**src/rtl/reduction_flag_pkg.sv**
```systemverilog
// Shared types and the flag reduction helper for the reduction flag pipeline.
// Optional parity checking in the top is enabled by REDUCTION_PARITY_CHECK_EN.
package reduction_flag_pkg;

    localparam int MAX_W = 64;

    typedef enum logic [1:0] {
        IDLE   = 2'd0,
        ACCUM  = 2'd1,
        REPORT = 2'd2
    } state_t;

    typedef struct packed {
        logic all;
        logic any;
        logic par;
        logic sel_red;
    } flags_t;

    // data is zero-extended to MAX_W; only the low width bits take part.
    function automatic flags_t reduce_flags(input logic [MAX_W-1:0] data,
                                            input int width,
                                            input logic sel);
        flags_t f;
        f.all = 1'b1;
        f.any = 1'b0;
        f.par = 1'b0;
        for (int i = 0; i < MAX_W; i++) begin
            if (i < width) begin
                f.all = f.all & data[i];
                f.any = f.any | data[i];
                f.par = f.par ^ data[i];
            end
        end
        f.sel_red = sel ? f.par : ~f.par;
        return f;
    endfunction

endpackage

```
**src/rtl/reduction_flag_pipe_calc.sv**
```systemverilog
// Combinational reduction flags and masked-byte select for one input beat.
module reduction_flag_calc
    import reduction_flag_pkg::*;
#(
    parameter int WIDTH = 8
) (
    input  logic [WIDTH-1:0] data,
    input  logic [WIDTH-1:0] mask,
    input  logic             sel,
    output flags_t           flags,
    output logic [WIDTH-1:0] masked
);

    always_comb begin
        flags  = reduce_flags(MAX_W'(data), WIDTH, sel);
        masked = '0;
        if (flags.all) begin
            masked = mask;
        end else if (flags.any) begin
            masked = ~mask;
        end
    end

endmodule

```
**src/rtl/reduction_flag_pipe.sv**
```systemverilog
// Registered reduction-flag stage with per-window all/any/parity summary counters.
// Define REDUCTION_PARITY_CHECK_EN to add the in_par_exp input and sticky par_err output.
module reduction_flag_pipe
    import reduction_flag_pkg::*;
#(
    parameter int  WIDTH  = 8,
    parameter int  WINDOW = 16,
    localparam int CNT_W  = $clog2(WINDOW + 1)
) (
    input  logic             clk,
    input  logic             rst_n,
    input  logic             clear,
    input  logic             in_valid,
    output logic             in_ready,
    input  logic [WIDTH-1:0] in_data,
    input  logic [WIDTH-1:0] in_mask,
    input  logic             in_sel,
    output logic             out_valid,
    input  logic             out_ready,
    output logic             out_all,
    output logic             out_any,
    output logic             out_par,
    output logic             out_sel_red,
    output logic [WIDTH-1:0] out_masked,
    output logic             sum_valid,
    output logic [CNT_W-1:0] sum_all,
    output logic [CNT_W-1:0] sum_any,
    output logic [CNT_W-1:0] sum_par
`ifdef REDUCTION_PARITY_CHECK_EN
    ,
    input  logic             in_par_exp,
    output logic             par_err
`endif
);

    flags_t           calc_flags;
    logic [WIDTH-1:0] calc_masked;
    logic             accept;

    reduction_flag_calc #(.WIDTH(WIDTH)) u_calc (
        .data   (in_data),
        .mask   (in_mask),
        .sel    (in_sel),
        .flags  (calc_flags),
        .masked (calc_masked)
    );

    // ---------------- output handshake register ----------------
    logic             out_valid_q, out_valid_d;
    flags_t           flags_q, flags_d;
    logic [WIDTH-1:0] masked_q, masked_d;
    state_t           state_q, state_d;

    assign in_ready = (state_q != REPORT) & (~out_valid_q | out_ready);
    assign accept   = in_valid & in_ready;

    always_comb begin
        out_valid_d = out_valid_q;
        flags_d     = flags_q;
        masked_d    = masked_q;
        if (accept) begin
            out_valid_d = 1'b1;
            flags_d     = calc_flags;
            masked_d    = calc_masked;
        end else if (out_ready) begin
            out_valid_d = 1'b0;
        end
    end

    always_ff @(posedge clk) begin
        if (!rst_n) begin
            out_valid_q <= 1'b0;
            flags_q     <= '0;
            masked_q    <= '0;
        end else begin
            out_valid_q <= out_valid_d;
            flags_q     <= flags_d;
            masked_q    <= masked_d;
        end
    end

    assign out_valid   = out_valid_q;
    assign out_all     = flags_q.all;
    assign out_any     = flags_q.any;
    assign out_par     = flags_q.par;
    assign out_sel_red = flags_q.sel_red;
    assign out_masked  = masked_q;

    // ---------------- window FSM ----------------
    logic [CNT_W-1:0] beat_q, beat_d;
    logic             cnt_clr;
    logic             cnt_inc;
    logic             sum_load;

    always_comb begin
        state_d  = state_q;
        beat_d   = beat_q;
        cnt_clr  = 1'b0;
        cnt_inc  = 1'b0;
        sum_load = 1'b0;
        if (clear) begin
            state_d = IDLE;
            beat_d  = '0;
            cnt_clr = 1'b1;
        end else begin
            case (state_q)
                IDLE, ACCUM: begin
                    if (accept) begin
                        cnt_inc = 1'b1;
                        if (beat_q == CNT_W'(WINDOW - 1)) begin
                            state_d = REPORT;
                            beat_d  = '0;
                        end else begin
                            state_d = ACCUM;
                            beat_d  = beat_q + 1'b1;
                        end
                    end
                end
                REPORT: begin
                    sum_load = 1'b1;
                    cnt_clr  = 1'b1;
                    state_d  = IDLE;
                end
                default: state_d = IDLE;
            endcase
        end
    end

    always_ff @(posedge clk) begin
        if (!rst_n) begin
            state_q <= IDLE;
            beat_q  <= '0;
        end else begin
            state_q <= state_d;
            beat_q  <= beat_d;
        end
    end

    // While reporting, the live counters already hold the final window totals.
    assign sum_valid = (state_q == REPORT) & ~clear;

    // ---------------- summary counters: 0=all, 1=any, 2=par ----------------
    logic [2:0]            flag_vec;
    logic [2:0][CNT_W-1:0] sum_vec;

    assign flag_vec = {calc_flags.par, calc_flags.any, calc_flags.all};

    generate
        for (genvar gi = 0; gi < 3; gi++) begin : g_cnt
            logic [CNT_W-1:0] cnt_q, cnt_d;
            logic [CNT_W-1:0] sum_q, sum_d;

            always_comb begin
                cnt_d = cnt_q;
                sum_d = sum_q;
                if (cnt_clr) begin
                    cnt_d = '0;
                end else if (cnt_inc) begin
                    cnt_d = cnt_q + CNT_W'(flag_vec[gi]);
                end
                if (sum_load) begin
                    sum_d = cnt_q;
                end
            end

            always_ff @(posedge clk) begin
                if (!rst_n) begin
                    cnt_q <= '0;
                    sum_q <= '0;
                end else begin
                    cnt_q <= cnt_d;
                    sum_q <= sum_d;
                end
            end

            assign sum_vec[gi] = sum_valid ? cnt_q : sum_q;
        end
    endgenerate

    assign sum_all = sum_vec[0];
    assign sum_any = sum_vec[1];
    assign sum_par = sum_vec[2];

`ifdef REDUCTION_PARITY_CHECK_EN
    logic par_err_q, par_err_d;

    always_comb begin
        par_err_d = par_err_q;
        if (clear) begin
            par_err_d = 1'b0;
        end else if (accept && (calc_flags.par != in_par_exp)) begin
            par_err_d = 1'b1;
        end
    end

    always_ff @(posedge clk) begin
        if (!rst_n) begin
            par_err_q <= 1'b0;
        end else begin
            par_err_q <= par_err_d;
        end
    end

    assign par_err = par_err_q;
`endif

endmodule

```
**config.mk**
```make
export PLATFORM = sky130hd
export DESIGN_NAME = reduction_flag_pipe
export DESIGN_NICKNAME = d
export VERILOG_FILES = /design/src/rtl/reduction_flag_pkg.sv /design/src/rtl/reduction_flag_pipe_calc.sv /design/src/rtl/reduction_flag_pipe.sv
export SDC_FILE = /design/constraint.sdc
export NUM_CORES = 1
export LEC_CHECK = 0
export ABC_AREA = 0
export BUFFER_PORTS_ARGS = -buffer_cell sky130_fd_sc_hd__buf_2
export CAP_MARGIN = 10
export CORE_MARGIN = 8
export CORE_UTILIZATION = 53
export CTS_BUF_LIST = sky130_fd_sc_hd__clkbuf_8
export DETAILED_ROUTE_END_ITERATION = 6
export PLACE_DENSITY = 0.79
export SLEW_MARGIN = 0
export SYNTH_ARGS = -nofsm -noshare
export SYNTH_HDL_FRONTEND = slang
export SYNTH_SLANG_ARGS = --single-unit
```
**constraint.sdc**
```tcl
create_clock -name clk -period 5.42 [get_ports clk]
set_input_delay 0.271 -clock clk [delete_from_list [all_inputs] [get_ports clk]]
set_output_delay 0.271 -clock clk [all_outputs]
set_load 0.1 [all_outputs]
```
==> results of run 1 <==
per-layer routing:
layer	vias up	GRT usage [%]
met3	6	4.16
met1	864	18.1
met2	44	26.9
li1	927	-
met4	0	4.74
met5	-	0
stage by stage:
| stage | area, sq um | total power [W] | cells | hold WS [ns] | utilization [%] |
|---|---|---|---|---|---|
| 2_1_floorplan | 2290 | 0.000498 | 236 | 0.410 | - |
| 3_3_place_gp | 2570 | 0.000525 | 329 | 0.421 | 60.2 |
| 3_5_place_dp | 2570 | 0.000527 | 329 | 0.428 | 60.2 |
| 4_1_cts | 2680 | 0.000781 | 336 | 0.243 | 62.8 |
| 5_1_grt | 2680 | 0.000804 | 336 | 0.243 | 62.8 |
| 6_report | 2680 | 0.000775 | 336 | 0.249 | 62.8 |
critical path: stages (launching register included):
cell and delay, ns:
dfxtp_1 0.31, nand2b_1 0.21, nor2_2 0.68, mux2_2 0.32, buf_2 0.43
area by class of cell:
class / count / area (sq um) / share of cell area (%)
Timing Repair Buffer: 51 / 255 / 9.54
Sequential cell: 50 / 1000 / 37.4
Clock inverter: 2 / 38.8 / 1.45
Multi-Input combinational cell: 170 / 1220 / 45.8
Tap cell: 52 / 65.1 / 2.43
Clock buffer: 5 / 68.8 / 2.57
Inverter: 6 / 22.5 / 0.842
placed cells by master (no fill, tap or decap), drive strengths merged, types with 4 or more instances in the layout:
| cell type | instances |
|---|---|
| a21oi | 20 |
| and2 | 16 |
| buf | 51 |
| clkbuf | 5 |
| dfxtp | 50 |
| ha | 9 |
| inv | 5 |
| mux2 | 15 |
| mux2i | 6 |
| nand2 | 8 |
| nand2b | 4 |
| nand3 | 6 |
| nand3b | 9 |
| nand4 | 5 |
| nor2 | 22 |
| nor4 | 6 |
| o21ai | 9 |
| xnor2 | 9 |
state kept, by name (all words and copies together), names as in the netlist:
name	flops
state_q	2
out_valid	1
out_all	1
out_par	1
out_sel_red	1
out_masked	8
beat_q	5
g_cnt.cnt_q	15
g_cnt.sum_q	15
out_any	1
worst max-delay path by stage:
stage,start,end,cells after the start
2_1_floorplan,state_q[0],g_cnt[0].sum_q[0],5
3_3_place_gp,in_data[0],g_cnt[0].cnt_q[4],10
3_5_place_dp,in_data[0],g_cnt[0].cnt_q[4],10
4_1_cts,state_q[0],sum_par[4],4
5_1_grt,state_q[1],sum_all[4],4
6_report,state_q[0],sum_all[4],4
cell usage after synthesis (all sizes together) (7+ instances only):
library cell / instances
dfxtp: 50
nor2: 22
a21oi: 20
and2: 16
mux2: 15
ha: 9
nand3b: 9
o21ai: 9
xnor2: 9
nand2: 8
clkbuf: 7
cells by family after synthesis:
kind of cell	Yosys count
simple gates	89
fa+ha+maj	9
buf+inv	16
flops	50
xor+xnor	11
compound gates	40
mux	21
power groups by stage:
stage | logic, W | clock network, W | registers [W]
floorplan | 0.0000483 | 0 | 0.000450
global placement | 0.000135 | 0 | 0.000390
detailed placement | 0.000137 | 0 | 0.000390
CTS | 0.000137 | 0.000263 | 0.000382
global route | 0.000144 | 0.000277 | 0.000383
finish | 0.000136 | 0.000257 | 0.000382
==> impl_metrics.env, run 1 <==
export IMPL_route_vias_total=1841
export IMPL_status="completed"
export IMPL_grt_pass1_wl_um=8150
export IMPL_syn_area_per_cell_sq_um=9.70
export IMPL_hp_start="in_mask[0]"
export IMPL_yosys_most_used_dff="dfxtp_1"
export IMPL_core_area_sq_mm=0.00426
export IMPL_clockBufferDepth=2
export IMPL_switching_power_w=0.000228
export IMPL_start_util_pct=53.7
export IMPL_path_max_fanout=16
export IMPL_htree_levels=2
export IMPL_area_delta_synth_final_pct=16.9
export IMPL_synth_area_sq_mm=0.00229
export IMPL_synth_compound_area_share_pct=10.4
export IMPL_met2_length_um=2300
export IMPL_port_buffers=51
export IMPL_pwr_share_seq_pct=49.3
export IMPL_holdPathStages=3
export IMPL_ys_seq_elements=50
export IMPL_switching_share_pct=29.5
export IMPL_die_height_um=81.7
export IMPL_ff2ff_path_depth=4
export IMPL_critPathRequiredTime_ns=5.15
export IMPL_drive_gt1_share_pct=27.8
export IMPL_drt_met1_wl_um=2250
export IMPL_crit_type="reg2out"
export IMPL_cts_hold_buf=0
export IMPL_wl_per_cell_um=14.5
export IMPL_report_final_setup_viol=0
export IMPL_clock_sinks=50
export IMPL_max_freq_mhz=397
export IMPL_clkLatencyLatePin_ns=0.30
export IMPL_p_comb_share_pct=17.5
export IMPL_ant_nets=0
export IMPL_yosys_area_share_simple_pct=22.8
export IMPL_preCtsSetupSlack_ns=2.83
export IMPL_p_per_area_mw_per_mm2=289
export IMPL_period_needed_ns=2.52
export IMPL_arrival_ns=2.25
export IMPL_power_internal_w=0.000546
export IMPL_viasPerCell=5.48
export IMPL_drc_errors=0
export IMPL_rsz0062_at_grt="no"
export IMPL_num_antenna_cells=0
export IMPL_synth_xor_area_share_pct=5.41
export IMPL_clock_skew_ns=0.00956
export IMPL_hpwl_um=3580
export IMPL_boundaryPins=52
export IMPL_antenna_found_initial=0
export IMPL_drt_pass1_iter_count=4
export IMPL_cts_resized=0
export IMPL_synth_enable_flop_cells=0
export IMPL_maxCapViolations=0
export IMPL_vdd_drop_max_mv=0.163
export IMPL_synth_top_family_by_area="simple AND/OR/NAND/NOR gates"
export IMPL_min_path_type="in2reg"
export IMPL_setup_tns_ns=0
export IMPL_grt_max_degree=33
export IMPL_yosysTopAreaCell="dfxtp_1"
export IMPL_cts_setup_buffers=0
export IMPL_overflow=0
export IMPL_worst_pin_slew_ns=1.01
export IMPL_r2r_end="g_cnt[2].sum_q[1]"
export IMPL_synth_top_area_share_pct=43.7
export IMPL_synthCells=236
export IMPL_synth_cell_type_count=40
export IMPL_worst_slew_margin_rel_pct=32.3
export IMPL_period_share_pct=46.4
export IMPL_finalWorstSetupSlack_ns=2.90
export IMPL_routed_top_layer="met4"
export IMPL_cts_reportedPaths_clkPinSlew_ns=0.09
export IMPL_die_area_sq_mm=0.00668
export IMPL_start_kind="flop"
export IMPL_yosysWarnings=0
export IMPL_die_w_um=81.7
export IMPL_synth_fa_ha_area_share_pct=4.92
export IMPL_drt_iter0_markers=95
export IMPL_grt_total_usage_pct=15.5
export IMPL_synthArstFlopShare_pct=0
export IMPL_numCtsBuffers=5
export IMPL_final_nets=315
export IMPL_wl_met3_um=253
export IMPL_cts_tree="done"
export IMPL_fillers=373
export IMPL_hold_violations=0
export IMPL_seq_area_frac_synth_pct=43.7
export IMPL_pwr_share_clk_pct=33.2
export IMPL_r2r_start="state_q[0]"
export IMPL_num_rows=24
export IMPL_slew_violations=0
export IMPL_r2r_slack_ns=3.53
export IMPL_netlist_top_cells_area="dfxtp_1 44%, mux2_2 6.9%, ha_1 4.9%"
export IMPL_grt_pass1_vias=1838
export IMPL_routed_wl_um=4870
export IMPL_gp_congestion=0.753
export IMPL_synth_net_count=267
export IMPL_end_kind="primary output"
export IMPL_p_leak_nw=1.17
export IMPL_cts_root_buf="clkbuf_8"
export IMPL_synth_area_mux_share_pct=10.0
export IMPL_min_to="out_masked[0]"
No activity file was read; power rests on OpenSTA's default activity.
==> inputs of run 2 (changes only) <==
Settings changed: ABC_AREA 0 to 1, CORE_UTILIZATION 53 to 51, PLACE_DENSITY 0.79 to 0.78.
Clock period 5.42 ns to 2.3 ns, I/O delays scaled along.
==> run 2 against run 1 <==
Clock skew grew 0.0020 ns. Largest cell class unchanged. Clock-buffer cell count rose by 1. Worst hold slack worse by 0.17 ns. Combinational power grew 130%. Cell count is 33% higher. Sequential cell count is the same. Core utilization rose by 2.9 points. Critical path type unchanged. Setup slack got worse by 2.6 ns. Clock power grew to 2.9 times the previous value. Final area up 22%. Non-clock buffer count rose by 2. Power rose to 2.5 times the previous value.
==> impl_metrics.env, run 2 <==
export IMPL_status="completed"
export IMPL_netlist_top_cells_area="dfxtp_1 39%, inv_1 8.6%, nand2_1 6.3%"
export IMPL_min_path_type="in2reg"
export IMPL_synth_net_count=359
export IMPL_numCtsBuffers=5
export IMPL_port_buffers=51
export IMPL_die_area_sq_mm=0.00758
export IMPL_end_kind="primary output"
export IMPL_cpPeakStageDelay_ns=0.44
export IMPL_period_needed_ns=1.95
export IMPL_die_w_um=87.1
export IMPL_yosys_most_used_dff="dfxtp_1"
export IMPL_final_nets=408
export IMPL_grt_pass1_vias=2186
export IMPL_clkLatencyLatePin_ns=0.30
export IMPL_ant_nets=0
export IMPL_period_share_pct=84.7
export IMPL_report_final_setup_viol=0
export IMPL_overflow=0
export IMPL_viasPerCell=5.00
export IMPL_vdd_drop_max_mv=0.526
export IMPL_synth_cell_type_count=31
export IMPL_p_leak_nw=1.41
export IMPL_num_rows=26
export IMPL_antenna_found_initial=0
export IMPL_final_cell_mix="59 x inv_1, 50 x dfxtp_1, 43 x nand2_1"
export IMPL_p_per_area_mw_per_mm2=601
export IMPL_path_max_fanout=46
export IMPL_slew_violations=0
export IMPL_maxCapViolations=0
export IMPL_synth_top_area_share_pct=38.9
export IMPL_area_delta_synth_final_pct=26.9
export IMPL_clock_skew_ns=0.0116
export IMPL_pwr_share_clk_pct=38.3
export IMPL_die_height_um=87.1
export IMPL_cts_resized=0
export IMPL_cts_tree="done"
export IMPL_drt_iter0_markers=98
export IMPL_path_cells="nand2_4 -> nor2_4 -> buf_12 -> or2_2 -> inv_1 -> a21oi_1 -> buf_12"
export IMPL_setup_tns_ns=0
export IMPL_start_kind="flop"
export IMPL_clock_sinks=50
export IMPL_synth_most_common_cell="inv_1"
export IMPL_worst_slew_margin_rel_pct=52.3
export IMPL_crit_type="reg2out"
export IMPL_pwr_share_seq_pct=45.9
export IMPL_start_util_pct=51.8
export IMPL_routed_wl_um=5350
export IMPL_hold_violations=0
export IMPL_cts_hold_buf=0
export IMPL_max_freq_mhz=514
export IMPL_power_internal_w=0.00142
export IMPL_switching_power_w=0.000547
export IMPL_synth_enable_flop_cells=0
export IMPL_htree_levels=2
export IMPL_synth_area_sq_mm=0.00258
export IMPL_synth_commonest_cells="59 x inv_1, 50 x dfxtp_1, 43 x nand2_1"
export IMPL_drt_pass1_iter_count=4
export IMPL_crit_top_cell="buf_12"
export IMPL_hpwl_um=4010
export IMPL_final_util_pct=65.7
export IMPL_cts_reportedPaths_clkPinSlew_ns=0.09
export IMPL_synthArstFlopShare_pct=0
export IMPL_rsz0062_at_grt="no"
export IMPL_grt_max_degree=47
export IMPL_num_antenna_cells=0
export IMPL_path_delay_family="buffers and inverters"
export IMPL_crit_slowest_cell="dfxtp_1"
export IMPL_arrival_ns=1.83
export IMPL_grt_pass1_wl_um=9420
export IMPL_ys_seq_elements=50
export IMPL_cts_root_buf="clkbuf_8"
export IMPL_critPathRequiredTime_ns=2.18
export IMPL_route_vias_total=2241
export IMPL_yosysWarnings=0
export IMPL_drc_errors=0
export IMPL_mostFrequentLayoutCell="inv_1"
export IMPL_grt_total_usage_pct=15.0
export IMPL_gp_congestion=0.737
export IMPL_worst_pin_slew_ns=0.714
export IMPL_wl_per_cell_um=11.9
export IMPL_boundaryPins=52
export IMPL_syn_area_per_cell_sq_um=7.85
export IMPL_switching_share_pct=27.8
export IMPL_fillers=424
export IMPL_yosysTopAreaCell="dfxtp_1"
export IMPL_core_area_sq_mm=0.00498
export IMPL_cts_setup_buffers=0
export IMPL_clockBufferDepth=2
export IMPL_p_comb_share_pct=15.9
export IMPL_synthCells=328
export IMPL_cp_buffers_inverters=3
export IMPL_drive_gt1_share_pct=27.8
export IMPL_seq_area_frac_synth_pct=38.9
==> run 2: changes by cell type in the layout (fill, tap and decap cells not counted), moves of 7 or more <==
cell | previous run | this run
buf_12 | 0 | 16
nand2_1 | 8 | 43
a31oi_1 | 1 | 8
mux2_2 | 14 | 0
or2_2 | 0 | 15
and2_1 | 16 | 0
inv_1 | 5 | 59
a211oi_1 | 0 | 15
buf_2 | 51 | 36
xnor2_1 | 9 | 0
==> run 2: metal layers <==
metal	vias up	global-route usage [%]	share of wire, %	wire length (um)
met1	1010	17.8	46	2450
li1	1169	-	-	-
met2	57	25.9	46	2470
met3	5	4.62	7.0	376
met4	0	2.97	0.80	43
met5	-	0	0	0
==> run 2: logic make-up after synthesis <==
kind of cell               Yosys count  share of synthesized area (%)
AOI/OAI and AO/OA                   74                           18.0
adders and majority gates            9                           4.37
DFF                                 50                           38.9
xor gates and xnor gates             3                           1.02
buffers and inverters               72                           11.5
and+or+nand+nor                    120                           26.3
==> run 2: final cells by class <==
type	instances	area, sq um	area share [%]
inverters	61	229	7.00
well taps	70	87.6	2.68
repair buffers	53	508	15.5
multi-input cells	206	1300	39.8
flip-flops and latches	50	1000	30.6
clock inverters	2	60.1	1.84
clock buffers	6	82.6	2.53
==> run 2: final timing paths <==
| kind | depth (start not counted) | to | slack (ns) | start |
|---|---|---|---|---|
| max reg2reg | 6 | g_cnt[2].cnt_q[3] | 0.76 | state_q[1] |
| min | 3 | out_masked[7] | 0.08 | in_mask[7] |
| min reg2reg | 2 | beat_q[4] | 0.46 | beat_q[4] |
| max | 7 | sum_par[3] | 0.35 | state_q[1] |
==> run 2: stage by stage <==
stage | hold WS [ns] | instances | total power [W] | area, sq um | setup slack [ns]
floorplan | 0.253 | 328 | 0.00117 | 2600 | -0.364
global placement | 0.393 | 440 | 0.00123 | 3130 | 0.438
detailed placement | 0.400 | 440 | 0.00123 | 3130 | 0.301
CTS | 0.0735 | 448 | 0.00197 | 3270 | 0.326
global route | 0.0781 | 448 | 0.00204 | 3270 | 0.203
finish | 0.0800 | 448 | 0.00197 | 3270 | 0.353
==> run 2: power by group through the flow <==
| stage | combinational (W) | sequential (W) | clock [W] |
|---|---|---|---|
| after global placement | 0.000308 | 0.000921 | 0 |
| after detailed placement | 0.000313 | 0.000921 | 0 |
| after global routing | 0.000340 | 0.000905 | 0.000795 |
| final | 0.000312 | 0.000902 | 0.000752 |
| after floorplan | 0.000119 | 0.00105 | 0 |
| after CTS | 0.000315 | 0.000901 | 0.000757 |
==> run 2: tightest hold or removal path, delay by kind of cell <==
kind	cells	cell delay, ns
AO/OA/AOI/OAI	1	0.07
buffers and inverters	1	0.10
AND/OR/NAND/NOR	1	0.05
==> inputs of run 3 (changes only) <==
Settings changed: ABC_AREA 1 to 0, CORE_UTILIZATION 51 to 53, PLACE_DENSITY 0.78 to 0.79.
Clock period 2.3 ns to 1.98 ns, I/O delays scaled along.
==> run 3 against run 2 <==
Die area decreased by 12%. Power rose by 5.1%. Clock-buffer cell count unchanged. First-iteration DRC count is 15% higher. Setup slack lost 0.24 ns. Critical path type unchanged. Clock skew shrank 0.0032 ns. Core utilization up 4.6 points. Global-route usage rose by 2.2 points. Cell count fell by 22%. Sequential share of layout area increased by 2.8 points. Sequential cell count is the same. Worst hold slack worse by 0.023 ns.
==> impl_metrics.env, run 3 (synthesized netlist as in run 1, its figures left out) <==
export IMPL_status="completed"
export IMPL_clock_skew_ns=0.00844
export IMPL_worst_pin_slew_ns=0.689
export IMPL_pwr_share_clk_pct=30.3
export IMPL_numCtsBuffers=5
export IMPL_drt_iter0_markers=113
export IMPL_htree_levels=2
export IMPL_core_area_sq_mm=0.00426
export IMPL_cts_reportedPaths_clkPinSlew_ns=0.09
export IMPL_die_height_um=81.7
export IMPL_cts_root_buf="clkbuf_8"
export IMPL_grt_total_usage_pct=17.2
export IMPL_clock_sinks=50
export IMPL_wl_per_cell_um=15.4
export IMPL_slew_violations=0
export IMPL_hp_start="in_mask[7]"
export IMPL_die_w_um=81.7
export IMPL_p_leak_nw=1.26
export IMPL_route_vias_total=1962
export IMPL_grt_max_degree=24
export IMPL_path_cells="nand2b_1 -> nor2_2 -> buf_6 -> mux2_2 -> buf_12"
export IMPL_cp_buffers_inverters=2
export IMPL_clockBufferDepth=2
export IMPL_hold_violations=0
export IMPL_drt_pass1_iter_count=4
export IMPL_final_util_pct=70.3
export IMPL_gp_congestion=0.773
export IMPL_num_antenna_cells=0
export IMPL_cts_tree="done"
export IMPL_arrival_ns=1.77
export IMPL_mostFrequentLayoutCell="dfxtp_1"
export IMPL_startpoint="state_q[0]"
export IMPL_area_delta_synth_final_pct=31.1
export IMPL_r2r_slack_ns=0.30
export IMPL_worst_slew_margin_rel_pct=53.4
export IMPL_viasPerCell=5.62
export IMPL_final_nets=327
export IMPL_critPathRequiredTime_ns=1.88
export IMPL_pwr_share_seq_pct=50.7
export IMPL_boundaryPins=52
export IMPL_cts_hold_buf=0
export IMPL_die_area_sq_mm=0.00668
export IMPL_path_max_fanout=11
export IMPL_drive_gt1_share_pct=31.6
export IMPL_routed_wl_um=5380
export IMPL_overflow=0
export IMPL_port_buffers=51
export IMPL_hpwl_um=4030
export IMPL_place_area_sq_mm=0.00290
export IMPL_final_cell_mix="49 x dfxtp_1, 35 x buf_2, 21 x nor2_1"
export IMPL_drc_errors=0
export IMPL_max_freq_mhz=536
export IMPL_antenna_found_initial=1
export IMPL_period_share_pct=94.3
export IMPL_path_delay_family="multiplexers"
export IMPL_p_per_area_mw_per_mm2=688
export IMPL_num_rows=24
export IMPL_switching_share_pct=31.1
export IMPL_vdd_drop_max_mv=0.465
export IMPL_maxCapViolations=0
export IMPL_report_final_setup_viol=0
export IMPL_fillers=309
export IMPL_ant_nets=0
export IMPL_crit_slowest_cell="mux2_2"
export IMPL_start_kind="flop"
export IMPL_final_area_sq_mm=0.00300
export IMPL_start_util_pct=53.7
export IMPL_end_kind="primary output"
export IMPL_cpPeakStageDelay_ns=0.39
export IMPL_rsz0062_at_grt="no"
export IMPL_switching_power_w=0.000642
export IMPL_crit_type="reg2out"
export IMPL_grt_pass1_wl_um=9010
export IMPL_grt_pass1_vias=2017
export IMPL_clkLatencyLatePin_ns=0.31
export IMPL_period_needed_ns=1.87
export IMPL_p_comb_share_pct=19.0
export IMPL_min_path_type="in2reg"
export IMPL_r2r_start="g_cnt[1].cnt_q[0]"
export IMPL_power_internal_w=0.00142
run 3: cell types whose count changed in the layout (fill, tap and decap cells not counted), sizes merged, moves of 7 or more:
cell    before  now
a211oi      21    0
a31oi        8    1
and2         0   16
buf         53   63
inv         60    5
mux2         0   15
nand2       45    8
nor3         9    2
o21ai       19    9
or2         15    0
xnor2        0    9
run 3: routing by layer:
layer	GRT usage, %	part of all wire (%)
met5	0	0.28
met3	4.38	5.4
met1	20.5	43
met2	27.8	49
met4	9.65	2.1
run 3: power by group through the flow:
stage / sequential (W) / clock (W) / combinational [W]
after floorplan: 0.00123 / 0 / 0.000132
after CTS: 0.00105 / 0.000635 / 0.000394
after global routing: 0.00105 / 0.000674 / 0.000418
final: 0.00105 / 0.000625 / 0.000393
after global placement: 0.00107 / 0 / 0.000387
after detailed placement: 0.00107 / 0 / 0.000393
run 3: worst min-delay path, cell delays in order:
cell and delay [ns]:
buf_2 0.08, nand3b_1 0.09, a21oi_1 0.06
run 3: timing repair:
| item | 4_1_cts | 5_1_grt |
|---|---|---|
| buffers inserted | 0 | 0 |
| setup endpoints to repair | 0 | 10 |
| gates resized for setup | 0 | 1 |
run 3: final timing paths:
path                            end  cells past startpoint
setup / recovery         sum_par[0]                      5
setup reg to reg  g_cnt[1].cnt_q[4]                      5
hold reg to reg           beat_q[4]                      2
hold / removal        out_masked[7]                      3
run 3: final cells by class:
| class | instances | area (sq um) | share of cell area (%) |
|---|---|---|---|
| multi-input cells | 170 | 1220 | 40.8 |
| flip-flops and latches | 50 | 1000 | 33.4 |
| repair buffers | 63 | 589 | 19.6 |
| clock buffers | 6 | 82.6 | 2.75 |
| well taps | 52 | 65.1 | 2.17 |
| inverters | 6 | 22.5 | 0.751 |
| clock inverters | 2 | 12.5 | 0.417 |
run 3: stage by stage:
step | hold slack [ns] | cells | setup slack (ns) | setup TNS [ns] | total power [W]
2_1_floorplan | 0.277 | 236 | -0.00697 | -0.0627 | 0.00136
3_3_place_gp | 0.374 | 341 | -0.0850 | -0.0850 | 0.00146
3_5_place_dp | 0.380 | 341 | -0.126 | -0.247 | 0.00146
4_1_cts | 0.0513 | 349 | 0.0734 | 0 | 0.00207
5_1_grt | 0.0717 | 349 | 0.0203 | 0 | 0.00214
6_report | 0.0574 | 349 | 0.113 | 0 | 0.00206
